--- src/rtl/seq_detector_param.sv ---
// Parametrised Moore serial-pattern detector with a runtime-reloadable pattern and per-cycle overlap select.
// Optional saturating match counter is enabled by defining SEQDET_MATCH_COUNT_EN.
module seq_detector_param #(
    parameter int unsigned       PAT_W   = 4,
    parameter logic [PAT_W-1:0]  PAT_RST = PAT_W'(4'b0110),
    parameter int unsigned       CNT_W   = 8
) (
    input  logic             clk,
    input  logic             reset,
    input  logic             x,
    input  logic             x_valid,
    input  logic             load,
    input  logic [PAT_W-1:0] pattern,
    input  logic             overlap,
    output logic             z,
    output logic [CNT_W-1:0] match_count
);

    localparam int unsigned FILL_W = $clog2(PAT_W + 1);
    localparam logic [FILL_W-1:0] FILL_FULL = FILL_W'(PAT_W);

    logic [PAT_W-1:0]  pat_q;
    logic [PAT_W-1:0]  hist;
    logic [FILL_W-1:0] fill;

    logic [PAT_W-1:0]  hist_nx;
    logic [FILL_W-1:0] fill_inc;
    logic              hit;

    // Next window and hit qualification; load and reset both mask the hit.
    always_comb begin
        hist_nx  = {hist[PAT_W-2:0], x};
        fill_inc = (fill == FILL_FULL) ? FILL_FULL : fill + FILL_W'(1);
        hit      = x_valid && !load && (fill_inc == FILL_FULL) && (hist_nx == pat_q);
    end

    always_ff @(posedge clk) begin
        if (reset) begin
            pat_q <= PAT_RST;
            hist  <= '0;
            fill  <= '0;
            z     <= 1'b0;
        end else if (load) begin
            pat_q <= pattern;
            hist  <= '0;
            fill  <= '0;
            z     <= 1'b0;
        end else if (x_valid) begin
            hist <= hist_nx;
            // Non-overlapping mode discards the matched window so no bit is reused.
            fill <= (hit && !overlap) ? '0 : fill_inc;
            z    <= hit;
        end else begin
            z <= 1'b0;
        end
    end

`ifdef SEQDET_MATCH_COUNT_EN
    localparam logic [CNT_W-1:0] CNT_MAX = {CNT_W{1'b1}};

    logic [CNT_W-1:0] cnt_q;

    // Saturating detection counter; reset is the only clear.
    always_ff @(posedge clk) begin
        if (reset) begin
            cnt_q <= '0;
        end else if (hit && (cnt_q != CNT_MAX)) begin
            cnt_q <= cnt_q + CNT_W'(1);
        end
    end

    assign match_count = cnt_q;
`else
    assign match_count = '0;
`endif

endmodule

--- config.mk ---
export PLATFORM = sky130hd
export DESIGN_NAME = seq_detector_param
export DESIGN_NICKNAME = d
export VERILOG_FILES = /design/src/rtl/seq_detector_param.sv
export SDC_FILE = /design/constraint.sdc
export NUM_CORES = 1
export LEC_CHECK = 0
export ABC_AREA = 0
export ABC_CLOCK_PERIOD_IN_PS = 4000
export CORE_AREA = 10 10 47 49
export DETAILED_ROUTE_END_ITERATION = 12
export DIE_AREA = 0 0 57 59
export GPL_TIMING_DRIVEN = 0
export PLACE_DENSITY = 0.79
export SLEW_MARGIN = 0
export SYNTH_ARGS = -nofsm -noshare
export SYNTH_HDL_FRONTEND = slang
export SYNTH_SLANG_ARGS = --single-unit
--- constraint.sdc ---
create_clock -name clk -period 4 [get_ports clk]
set_clock_uncertainty 0.1 [all_clocks]
set_input_delay 0.4 -clock clk [delete_from_list [all_inputs] [get_ports clk]]
set_output_delay 0.4 -clock clk [all_outputs]
set_load 0.02 [all_outputs]
Word level (Yosys, flattened, before mapping)

Cells that the tools add are included.

Add/subtract/negate cells: 1
$mul: 0
Div/mod/pow operators: 0
Magnitude comparators: 0
Equal/unequal tests: 3
Shifts and indexed selects: 0
Multiplexer cells: 2
Bitwise operators: 1
Reduce and logical (&&, ||, !) cells: 8

Operators with widths:

| cell                                                           | count |
|---|---|
| 3-bit == test (second input constant)                          | 2 |
| 3-bit two-way mux                                              | 2 |
| 4-bit == test                                                  | 1 |
| 1-bit logical AND                                              | 4 |
| 3-bit by 1-bit adder with 3-bit output (second input constant) | 1 |
| 3-bit OR reduction                                             | 1 |
| 1-bit logical NOT                                              | 2 |
| 2-bit OR reduction                                             | 1 |
| 1-bit NOT                                                      | 1 |

Bits in registers: 11
Latch bits: 0
Bits in writable memories: 0
Bits in read-only memories: 0
Input bits: 10
Output and inout port bits: 9
Memories: 0

Depth between registers and ports, before layout

Gate-level depths: netlist of the first run.

Word-level depth: 7
Depth in mapped cells: 5
Gate-level depth less buffers: 5

Least setup slack after synthesis of the first run

No wires, ideal clock.

Path kind: reg2reg
From: register fill[0]
To: register fill[2]
Setup time: 120 ps
Arrival: 1439 ps
Data required time: 3780 ps
Setup slack: 2342 ps
Cell stages (with the launch flop): 6
Path through: dfxtp_1 inv_1 ha_1 a21oi_2 or4_4 o31a_1

Word-level cells in the longest chain between the ends: 7
Elaborated cells on any way between the ends: 8
Classes of those cells: 1 x add/sub; 2 x eq/ne; 2 x mux; 3 x reduce/logical

Ends and longest elaborated chain:

| element                                                                        | RTL line | source |
|---|---|---|
| start, declared                                                                | 24       | `logic [FILL_W-1:0] fill;` |
| start signal, assigned                                                         | 51       | `fill <= (hit && !overlap) ? '0 : fill_inc;` |
| 3-bit by 1-bit adder with 3-bit output / 3-bit == test (equally long branches) | 33       | `fill_inc = (fill == FILL_FULL) ? FILL_FULL : fill + FILL_W'(1);` |
| 3-bit two-way mux *                                                            | 33       |  |
| 3-bit == test                                                                  | 34       | `hit = x_valid && !load && (fill_inc == FILL_FULL) && (hist_nx == pat_q);` |
| 1-bit logical AND (2 in a row)                                                 | 34       |  |
| 1-bit logical AND                                                              | 51       |  |
| 3-bit two-way mux *                                                            | 51       |  |

Mark *: on every way between the ends. The rest lies on a longest branch, timed or not.
A chain may end at the register's enable or synchronous reset.

Worst setup path after layout of the first run

Ends and elaborated chain as after synthesis.

==> results.toml, run 1 <==
[global_route]
grt_pass1_vias = 481
grt_pass1_wl_um = 1980
overflow = 0
grt_usage = 0.0726
grt_max_degree = 9
antenna_found_initial = 0

[cells_and_area]
fin_util = 0.542
antenna_cells = 0
seq_area_um2 = 220
drive_gt1_frac = 0.217
fin_nets = 96
multiInputGateArea_um2 = 329
syn_to_final_growth_pct = 25.2
fill_cells = 141

[yosys]
ys_top_cells_by_area = "dfxtp_1 (36%), mux2i_1 (12%), buf_4 (9.9%)"
synth.distinct_cells = 25
synth_commonest_cells = "dfxtp_1 (11), buf_4 (8), nor2_1 (8), mux2i_1 (7)"
synth-async-reset-ratio = 0
ys_ff_latch = 11
seq_area_frac_synth = 0.363
netlist_area_um2 = 607
yosys_warnings = 0
synth_ff_type = "dfxtp_1"
synth_top_area_cell = "dfxtp_1"
avgSynthCellArea_um2 = 9.48
synth.most_common_cell = "dfxtp_1"
postSynthCellCount = 64
synth_top_area_frac = 0.363
synth_edf_count = 0

[routing]
first_pass_iters = 4
vias = 452
drt.antenna.violating_nets = 0
wl_um = 1120
post_drt_via_cell_ratio = 4.57
routedWlPerCell_um = 11.3
drt-initial-drc-count = 4
drc = 0

[clock_network]
cts_buffer_depth = 2
numCtsBuffers = 3
clkLatencyLatePin_ns = 0.27
cts_root_buf = "clkbuf_4"
cts.clk_slew.worst_paths_ns = 0.07
post_cts_buffers = 0
h-tree-depth = 1
cts_resized = 0
cts.sinks = 11
cts_hold_buf = 0
cts_tree = "done"

[timing]
setup_viol = 0
slew_violations = 0
period_share = 0.433
setup-tns-final_ns = 0
grt_setup_unrepaired = "no"
max_freq_mhz = 577
hold_viol_final = 0
finalCriticalPeriod_ns = 1.73

[critical_path]
required_ns = 4.07
worstSetupStartpointType = "register"
r2r_slack_ns = 2.27
end_kind = "register"
path_class = "register to register"
cp_max_fo = 4
crit_arrival_ns = 1.80
worstRegToRegCells = 5

[worst_hold_path]
hold_path.class = "primary input to register"
whs_path_depth = 3

[die]
rows = 14
dieWidth_um = 57
coreArea_um2 = 1400
ioPinCount = 19
die_area_um2 = 3360
die_h_um = 59
initial_core_util = 0.433

[place]
hpwl_um = 900
numPortBuffers = 8
place_congestion = 0.696

[pwr]
ir_drop_v = 0.000198
p_leak_uw = 0.000358
power_density_nw_per_um2 = 305

[flow_run]
maxCapViolations = 0

[status]
outcome = "complete, no violations"
## final timing paths
path / startpoint / to
min: x_valid / hist[0]
min reg2reg: fill[1] / fill[1]
max reg2reg: fill[0] / fill[2]
max: fill[0] / fill[2]
## area by class of cell
| type | instances | area share |
|---|---|---|
| well taps | 16 | 0.0264 |
| clock buffers | 4 | 0.0346 |
| flip-flops and latches | 11 | 0.290 |
| repair buffers | 8 | 0.105 |
| multi-input cells | 46 | 0.433 |
| plain buffers | 11 | 0.0956 |
| inverters | 3 | 0.0148 |
## metal layers
metal	vias to the layer above	routed length [um]	GRT usage
met5	-	0	0
met4	0	16	0.0503
met3	2	98	0.0408
met2	13	560	0.119
met1	201	442	0.0676
li1	236	-	-
## cell families (layout without fill, tap and decap cells)
family          after synthesis  count (layout)  synth area share
simple gates                 18              18             0.173
buf+inv                      14              26             0.138
flops                        11              11             0.363
compound gates                7               7            0.0928
mux                           7               7             0.115
xor+xnor                      4               4            0.0701
fa+ha+maj                     2               2            0.0412
other cells                   1               8           0.00618
## critical path: stages, from the launching register on
cell,delay (ns)
dfxtp_1,0.34
inv_1,0.10
ha_1,0.22
a21oi_2,0.07
or4_4,0.53
o31a_1,0.28
## sequential cells by signal (all words and copies together) (netlist names)
register and flops:
fill 3, pat_q 4, hist 3, z 1
## where the power goes
part / leakage (uW) / internal [uW] / switching (uW)
Sequential: 0.0000899 / 113 / 2.79
Clock: 0.0000150 / 38.6 / 37.8
Combinational: 0.000253 / 20.5 / 19.1
## cells in the final DEF (no fill, tap or decap), drive strengths merged
| cell type | n |
|---|---|
| clkbuf | 6 |
| nor3 | 2 |
| nor2b | 2 |
| dfxtp | 11 |
| nor2 | 8 |
| a211o | 2 |
| and4b | 1 |
| inv | 3 |
| a21oi | 2 |
| buf | 9 |
| a21o | 1 |
| a21boi | 1 |
| clkdlybuf4s50 | 8 |
| conb | 8 |
| or2 | 1 |
| ha | 2 |
| xor2 | 4 |
| and3b | 1 |
| or3 | 1 |
| mux2i | 7 |
| or4 | 2 |
| o31a | 1 |
## stage by stage
step / area, um^2 / instances / total power, uW / hold slack [ns] / worst slack, ns
3_3_place_gp: 733 / 95 / 157 / 0.396 / 2.08
2_1_floorplan: 633 / 71 / 147 / 0.372 / 2.34
4_1_cts: 759 / 99 / 233 / 0.411 / 2.26
3_5_place_dp: 733 / 95 / 158 / 0.413 / 2.08
5_1_grt: 759 / 99 / 243 / 0.444 / 2.19
6_report: 759 / 99 / 232 / 0.421 / 2.27
(Power assumes the default switching activity.)
==> run 2, diff against run 1 <==
ABC_CLOCK_PERIOD_IN_PS = 1740   (was 4000)
CORE_AREA = unset   (was 10 10 47 49)
CORE_MARGIN = 10   (was unset)
CORE_UTILIZATION = 44   (was unset)
DIE_AREA = unset   (was 0 0 57 59)
PLACE_DENSITY = 0.76   (was 0.79)
clock period = 1.74 ns   (was 4 ns; I/O delays follow)
==> run 2 against run 1 <==
Final area is 1.5% higher. Largest power group unchanged. Global-route usage is 0.37 points lower. Critical path depth stayed put. Sequential power is 130% higher. Combinational power is 130% higher. First-iteration DRC count is 75% lower. Flip-flop and latch count stayed put. Clock power is 120% higher. Power is 130% higher.
==> results.toml, run 2 (synthesis gave the netlist of run 1 again) <==
[die]
ioPinCount = 19
initial_core_util = 0.466
dieWidth_um = 57.1
die_h_um = 57.1
die_area_um2 = 3260
rows = 13
coreArea_um2 = 1300

[timing]
setup_viol = 0
grt_setup_unrepaired = "no"
slew_violations = 0
period_share = 0.946
worst_hold_slack_ns = 0.205
max_freq_mhz = 607
setup-tns-final_ns = 0
finalCriticalPeriod_ns = 1.65
hold_viol_final = 0

[clock_network]
h-tree-depth = 1
post_cts_buffers = 0
cts.sinks = 11
cts_buffer_depth = 2
clkLatencyLatePin_ns = 0.26
cts_root_buf = "clkbuf_4"
numCtsBuffers = 3
cts.clk_slew.worst_paths_ns = 0.07
cts_tree = "done"

[global_route]
grt_max_degree = 9
antenna_found_initial = 0
grt_pass1_wl_um = 1880
grt_usage = 0.0689
overflow = 0
grt_pass1_vias = 462

[cells_and_area]
fin_util = 0.592
fin_nets = 96
largest_reg_flops = 4
top_register = "pat_q"
mostFrequentLayoutCells = "dfxtp_1 (11), nor2_1 (8), buf_4 (8), conb_1 (8), clkdlybuf4s50_1 (8)"
final_common_cell = "dfxtp_1"
drive_gt1_frac = 0.241
reg.largest.list = "pat_q (4), fill (3), hist (3)"
antenna_cells = 0
syn_to_final_growth_pct = 27.0

[critical_path]
cp_max_fo = 4
crit_arrival_ns = 1.70
end_kind = "register"
path_class = "register to register"
required_ns = 1.79
worstSetupStartpointType = "register"

[routing]
drt.antenna.violating_nets = 0
vias = 433
routedWlPerCell_um = 11.1
drt-initial-drc-count = 1
wl_um = 1090
post_drt_via_cell_ratio = 4.42
first_pass_iters = 2
drc = 0

[pwr]
power_density_nw_per_um2 = 682
ir_drop_v = 0.000364
p_leak_uw = 0.000360

[status]
outcome = "complete, no violations"

[place]
hpwl_um = 911
numPortBuffers = 8
place_congestion = 0.727

[flow_run]
maxCapViolations = 0

[worst_hold_path]
hold_path.class = "primary input to register"
run 2: cell count changes in the layout (fill, tap and decap cells not counted):
cell,previous run,this run
inv_1,3,2
ha_4,0,1
ha_1,2,1
inv_2,0,1
run 2: path summary, 6_finish.rpt:
kind             from  endpoint  slack, ns  cells after the start
max           fill[0]   fill[2]       0.09                      5
min           x_valid   hist[0]       0.21                      3
max reg2reg   fill[0]   fill[2]       0.09                      5
min reg2reg  pat_q[0]  pat_q[0]       0.42                      2
run 2: routing by layer:
layer	up-vias	track usage	part of all wire
li1	236	-	-
met1	187	0.0682	0.42
met2	10	0.116	0.51
met3	0	0.0310	0.068
met4	0	0.0403	0
met5	-	0	0
run 2: metrics by stage:
| stage | area (um^2) | worst slack [ns] | std cells | power (uW) |
|---|---|---|---|---|
| floorplan | 633 | 0.0817 | 71 | 337 |
| global placement | 732 | 0.0172 | 94 | 361 |
| detailed placement | 732 | 0.00675 | 94 | 362 |
| CTS | 758 | 0.00361 | 98 | 532 |
| global route | 771 | 0.0369 | 98 | 558 |
| finish | 771 | 0.0939 | 98 | 526 |
run 2: cell type report:
type,instances,area [um^2]
Fill cell,127,531
Multi-Input combinational cell,46,342
Sequential cell,11,220
Timing Repair Buffer,8,80.1
Buffer,11,72.6
Clock buffer,4,26.3
Tap cell,15,18.8
Inverter,3,11.3
run 2: power by group:
group	total, uW	leakage (uW)	switching (uW)	internal, uW
clock	166	0.0000150	77.7	88.5
sequential	267	0.0000899	6.66	260
combinational	92.9	0.000255	43.8	49.0
total	526	0.000360	128	398
run 2: what timing repair did:
item | CTS | global route
resized for setup | 0 | 3
hold buffers | 0 | 0
endpoints found under the setup margin | 0 | 1
run 2: critical path: stages (launching register included):
cell and delay [ns]:
dfxtp_1 0.34, inv_2 0.09, ha_4 0.14, a21oi_2 0.05, or4_4 0.53, o31a_1 0.28
